### config.mk
export PLATFORM = sky130hd
export DESIGN_NAME = register_file_flat
export DESIGN_NICKNAME = d
export VERILOG_FILES = /design/src/rtl/register_file_if.sv /design/src/rtl/register_file.sv /design/src/flat_wrapper.sv
export SDC_FILE = /design/constraint.sdc
export NUM_CORES = 1
export LEC_CHECK = 0
export CAP_MARGIN = 40
export CORE_MARGIN = 10
export CORE_UTILIZATION = 56
export CTS_CLUSTER_SIZE = 12
export DETAILED_ROUTE_END_ITERATION = 8
export PLACE_DENSITY_LB_ADDON = 0.3
export SLEW_MARGIN = 10
export SYNTH_ARGS = -nofsm -noshare
export SYNTH_HDL_FRONTEND = slang
export SYNTH_SLANG_ARGS = --single-unit
### constraint.sdc
create_clock -name clk -period 2.6 [get_ports clk]
set_input_delay 0.52 -clock clk [delete_from_list [all_inputs] [get_ports clk]]
set_output_delay 0.52 -clock clk [all_outputs]
set_load 0.05 [all_outputs]
### src/rtl/register_file_if.sv
// rtl/register_file_if.sv - register file port bundle: read/write indices, data and write-back counter
interface register_file_if #(
    parameter int DATA_WIDTH = 8,
    parameter int ADDR_WIDTH = 3,
    parameter int CNT_WIDTH  = 8
);
    logic [ADDR_WIDTH-1:0] read_reg1;
    logic [ADDR_WIDTH-1:0] read_reg2;
    logic [ADDR_WIDTH-1:0] write_reg;
    logic [DATA_WIDTH-1:0] write_data;
    logic                  regwrite;
    logic [DATA_WIDTH-1:0] read_data1;
    logic [DATA_WIDTH-1:0] read_data2;
    logic [CNT_WIDTH-1:0]  wb_count;

    modport master (
        output read_reg1, read_reg2, write_reg, write_data, regwrite,
        input  read_data1, read_data2, wb_count
    );

    modport slave (
        input  read_reg1, read_reg2, write_reg, write_data, regwrite,
        output read_data1, read_data2, wb_count
    );
endinterface

### src/rtl/register_file.sv
// rtl/register_file.sv - 8x8 register file, R0 hardwired zero, saturating write-back counter; REGFILE_BYPASS_EN adds write-through
module register_file #(
    parameter int DATA_WIDTH = 8,
    parameter int ADDR_WIDTH = 3,
    parameter int CNT_WIDTH  = 8
) (
    input logic           clk,
    input logic           reset,
    register_file_if.slave rf
);
    localparam int REG_COUNT = 2 ** ADDR_WIDTH;

    // R0 has no storage, so the array starts at index 1.
    logic [DATA_WIDTH-1:0] regs [1:REG_COUNT-1];
    logic [CNT_WIDTH-1:0]  wb_count_q;
    logic                  commit;

    assign commit = rf.regwrite && (rf.write_reg != '0);

    always_ff @(posedge clk or posedge reset) begin
        if (reset) begin
            regs       <= '{default: '0};
            wb_count_q <= '0;
        end else if (commit) begin
            regs[rf.write_reg] <= rf.write_data;
            if (wb_count_q != '1) begin
                wb_count_q <= wb_count_q + 1'b1;
            end
        end
    end

    always_comb begin
        rf.read_data1 = (rf.read_reg1 == '0) ? '0 : regs[rf.read_reg1];
        rf.read_data2 = (rf.read_reg2 == '0) ? '0 : regs[rf.read_reg2];
`ifdef REGFILE_BYPASS_EN
        // commit already excludes R0, so a match never forwards into R0.
        if (commit && (rf.read_reg1 == rf.write_reg)) begin
            rf.read_data1 = rf.write_data;
        end
        if (commit && (rf.read_reg2 == rf.write_reg)) begin
            rf.read_data2 = rf.write_data;
        end
`endif
    end

    assign rf.wb_count = wb_count_q;
endmodule

### src/flat_wrapper.sv
// flat-port wrapper written by rule: the top's interface ports become plain ports
module register_file_flat 
#(
    parameter int DATA_WIDTH = 8,
    parameter int ADDR_WIDTH = 3,
    parameter int CNT_WIDTH  = 8
)
  (clk, reset, rf_read_reg1, rf_read_reg2, rf_write_reg, rf_write_data, rf_regwrite, rf_read_data1, rf_read_data2, rf_wb_count);
  register_file_if #(.DATA_WIDTH(DATA_WIDTH), .ADDR_WIDTH(ADDR_WIDTH), .CNT_WIDTH(CNT_WIDTH)) rf_i ();
  input logic clk;
  input logic reset;
  input wire logic [$bits(rf_i.read_reg1)-1:0] rf_read_reg1;
  input wire logic [$bits(rf_i.read_reg2)-1:0] rf_read_reg2;
  input wire logic [$bits(rf_i.write_reg)-1:0] rf_write_reg;
  input wire logic [$bits(rf_i.write_data)-1:0] rf_write_data;
  input wire logic [$bits(rf_i.regwrite)-1:0] rf_regwrite;
  output wire logic [$bits(rf_i.read_data1)-1:0] rf_read_data1;
  output wire logic [$bits(rf_i.read_data2)-1:0] rf_read_data2;
  output wire logic [$bits(rf_i.wb_count)-1:0] rf_wb_count;
  assign rf_i.read_reg1 = rf_read_reg1;
  assign rf_i.read_reg2 = rf_read_reg2;
  assign rf_i.write_reg = rf_write_reg;
  assign rf_i.write_data = rf_write_data;
  assign rf_i.regwrite = rf_regwrite;
  assign rf_read_data1 = rf_i.read_data1;
  assign rf_read_data2 = rf_i.read_data2;
  assign rf_wb_count = rf_i.wb_count;
  register_file #(.DATA_WIDTH(DATA_WIDTH), .ADDR_WIDTH(ADDR_WIDTH), .CNT_WIDTH(CNT_WIDTH)) u_core (.clk(clk), .reset(reset), .rf(rf_i));
endmodule
; After elaboration in Yosys (flattened, before gate mapping)
; Index checks and enable logic that the tools add are counted.
[word_totals]
latchBits = 0
register_bits = 64
wordCells = 34
mem_bits_rw = 0
in_bits = 20
out_inout_bits = 24
mem_bits_ro = 0
mem_count = 0
[op_classes]
n_lt_le_gt_ge = 4
n_shift = 0
add_sub_neg = 1
div = 0
n_mul = 0
n_eq_ne = 1
reduce_logical = 6
bitwise = 3
muxes = 11
[ops]
columns = op, n
row1 = bitwise mux 56 bit, 1
row2 = two-way mux 8 bit, 7
row3 = binary-select mux 8 bit (select 3 bit), 2
row4 = demux 8 bit (select 3 bit), 1
row5 = greater-or-equal comparator 4 bit (second input constant), 3
row6 = NOT 3 -> 4 bit, 3
row7 = adder 8 x 1 -> 8 bit (second input constant), 1
row8 = != test 8 bit (second input constant), 1
row9 = zero test 3 bit, 2
row10 = < comparator 4 x 1 -> 1 bit (second input constant), 1
row11 = nonzero test 3 bit, 1
row12 = logical AND 1 bit, 2
row13 = AND reduction 2 bit, 1

; Longest topological paths before layout
[logic_depth]
depth_word = 6
ltp_mapped = 5
mapped_depth_nobuf = 5

; Worst setup path after synthesis
; OpenSTA, ideal clock, no wires.
[synth_timing]
path_kind = input to output
startpoint = input port rf_read_reg2[0]
endpoint = output port rf_read_data2[6]
stages = 5
t_required_ps = 2080
t_arrival_ps = 1908
n_path_buf = 2
setup_slack_ps = 172
cell_sequence = buf_6 -> buf_8 -> mux4_2 -> inv_1 -> a21oi_1
[synth_via]
elab_chain_len = 5
word_cells_on_any_way = 6
cone_classes = mux (4) / bitwise (1) / reduce/logical (1)
[synth_lines]
columns = item, line
row1 = start: declaration, flat_wrapper.sv:13  ; input wire logic [$bits(rf_i.read_reg2)-1:0] rf_read_reg2;
row2 = NOT 3 -> 4 bit (not written as such), register_file.sv:34  ; rf.read_data2 = (rf.read_reg2 == '0) ? '0 : regs[rf.read_reg2];
row3 = binary-select mux 8 bit (select 3 bit), register_file.sv:34
row4 = two-way mux 8 bit (not written as such) (2 in series), register_file.sv:34
row5 = two-way mux 8 bit *, register_file.sv:34
row6 = end: declaration, flat_wrapper.sv:18  ; output wire logic [$bits(rf_i.read_data2)-1:0] rf_read_data2;
; Every way passes the cells marked *; elsewhere a longest branch is shown, timed or not. The select of a mux whose other input is x is not followed.

; Worst setup path after layout
[layout_timing]
startpoint = input port rf_read_reg2[1]
endpoint = output port rf_read_data2[2]
; Same word-level chain as after synthesis.

==> metrics <==
status=complete, no violations; DP HPWL=5720 microns; Global Route met3 Usage=6.64%; crit path from=rf_read_reg2[1]; Synth Flop Type=dfrtp_1; total clock sinks=64; CP arrival=2.00 ns; CTS Buffer Depth=2; die height=99.4 microns; CTS buffer count=9; All-Layer GR Usage=17.6%; 1st-iter DRT viols=222; most common cell after layout, fill and taps aside=mux2_2; Worst-Skew Late Latency=0.35 ns; Worst setup EP type=output port; ys async rst share=100%; syn_area_per_cell=13.7 sq um; syn nets=278; Startpoint Class=primary input; largest net degree at the start of global routing=28; Reg-to-Reg End=u_core.rf.wb_count[4]; full die area=9880 sq um; Routed WL=8710 microns; post-layout util=78.3%; # diodes=0; Seq pwr share=37.0%; htree depth=3; max-slew violations=0; design area=4720 sq um; Sw Ratio=33.0%; Slew headroom=66.4%; hold_buf cts=0; r2r setup slk=0.99 ns; Hold Fails Final Rpt=0; I/O pins=44; setup TNS=0 ns; Multi-input gate area=1780 sq um; Core Footprint=6030 sq um; Cell Int Power=2640 uW; Period minus WS final=2.52 ns; cell row count=28; sequential cell area fraction in the yosys report=45.4%; switching power=1300 uW; crit-path max FO=6; period utilization=96.9%; vias in the first global route=2623; met2 Use GR=29.8%; Root Driver=clkbuf_8; HP Class=in -> async; Worst R2R Start=u_core.rf.wb_count[0]; Achievable Freq=397 MHz; most frequent cells in the layout=69 x mux2_2, 64 x dfrtp_1, 23 x clkdlybuf4s50_1, 23 x buf_4, 21 x buf_12; M1 GR Usage=19.8%; # DRC=0; cell leakage power=0.00205 uW; synth warn=0; dpl cell area=4290 sq um; Worst Skew=0.000578 ns; Max IR drop VDD=0.743 mV; RePlAce Congestion=0.782; # port buffers=43; GR peak layer=met2; fillers=339; power share of the combinational group=36.4%; RSZ-0062 raised after global routing=no; Synth Instances=257; #FFs+latches synth=64; Clock transition at path regs=0.07 ns; area leader, netlist=dfrtp_1; global route overflow=0; Initial Util=58.6%; Worst setup endpoint=rf_read_data2[2]; post-synth top area share=45.4%; Yosys cell types=34; Setup Crit Path Kind=in -> out; first-pass GRT wire length=13700 microns; Area contributors post-synth=dfrtp_1 45%, mux2_2 22%, mux4_2 10%, a221oi_1 3.2%, buf_6 2.2%; Power Density=835 nW/um^2; Worst-Margin Slew=0.503 ns; Post-synth EDFFs=0; TritonCTS clock tree=yes; Final nets=346; Post-Syn Area=3530 sq um; max cap viols=0; FF+latch area=1600 sq um; DRT antenna net count=0; Clock Power Share=26.6%; Vias=2503; Final setup viols=0; average vias per placed instance=6.21; die width=99.4 microns; CP Data Required Time=2.08 ns; DR pass1 iterations=4; WL/cell=21.6 microns; initial antenna violation count=0; fraction of layout instances using a drive strength above 1=51.2%; R2R depth=5; layout overhead on the synthesized area=33.6%
-- sequential cells by signal, indices dropped and copies added, names as in the netlist --
name                cells
u_core.rf.wb_count      8
u_core.regs            56
-- cell families after synthesis --
family	share of synthesized area, %
AO/OA/AOI/OAI	7.48
XOR/XNOR	1.24
adder cells (fa/ha/maj)	0.354
buffers and inverters	6.06
flip-flops	45.4
multiplexers	33.8
AND/OR/NAND/NOR	5.71
-- through the flow --
step | worst slack [ns] | total power [uW] | hold WS [ns] | instances
2_1_floorplan | 0.172 | 2320 | 0.473 | 257
3_3_place_gp | -0.0485 | 2800 | 0.487 | 380
3_5_place_dp | -0.0391 | 2840 | 0.495 | 380
4_1_cts | -0.00423 | 3920 | 0.491 | 400
5_1_grt | 0.0171 | 4110 | 0.523 | 403
6_report | 0.0796 | 3940 | 0.480 | 403
-- power groups by stage --
stage	sequential [uW]	combinational, uW	clock, uW
floorplan	1580	740	0
global placement	1440	1360	0
detailed placement	1460	1380	0
CTS	1450	1410	1060
global route	1490	1510	1100
finish	1460	1430	1050
-- critical path, cell delays in order --
cell and delay, ns:
dlygate4sd2_1 0.28, bufbuf_16 0.29, mux2_2 0.33, a221oi_1 0.27
a21oi_1 0.13, buf_12 0.17
-- cells in the mapped netlist, types with 2 or more instances --
library cell and count:
buf_2 3, and4bb_1 2, inv_1 15, a221oi_1 13, nor2b_1 2, o21ai_1 2
nand2_1 11, buf_6 7, mux2_1 5, nand4b_2 3, xnor2_1 3, mux2_2 69
mux4_2 16, a21oi_1 14, xor2_1 2, buf_4 6, nor2_1 3, a22oi_1 2
dfrtp_1 64
-- per-layer routing --
| layer | part of all wire [%] | vias to the layer above |
|---|---|---|
| li1 | - | 1108 |
| met1 | 39 | 1275 |
| met2 | 52 | 99 |
| met3 | 6.4 | 21 |
| met4 | 2.4 | 0 |
| met5 | 0 | - |
-- final cells by class --
cell class,instances,area share (%)
repair buffers,75,20.1
clock buffers,11,3.21
multi-input cells,160,37.7
well taps,75,1.99
clock inverters,3,1.91
inverters,15,1.19
flip-flops and latches,64,34.0
-- what timing repair did --
item / CTS / global route
gates resized for setup: 7 / 12
pin swaps: 0 / 1
gates cloned: 1 / 1
setup endpoints to repair: 12 / 8
setup buffers: 5 / 2
-- worst min-delay path by stage --
stage                     from  slack, ns  cells past startpoint         endpoint
6_report                 reset       0.48                      2  u_core.regs[23]
5_1_grt                  reset       0.52                      2  u_core.regs[14]
4_1_cts                  reset       0.49                      2  u_core.regs[23]
3_5_place_dp   u_core.regs[55]       0.50                      1  u_core.regs[55]
3_3_place_gp   u_core.regs[55]       0.49                      1  u_core.regs[55]
2_1_floorplan  u_core.regs[50]       0.47                      1  u_core.regs[50]
Note: power is estimated with default switching activity, not from simulation.
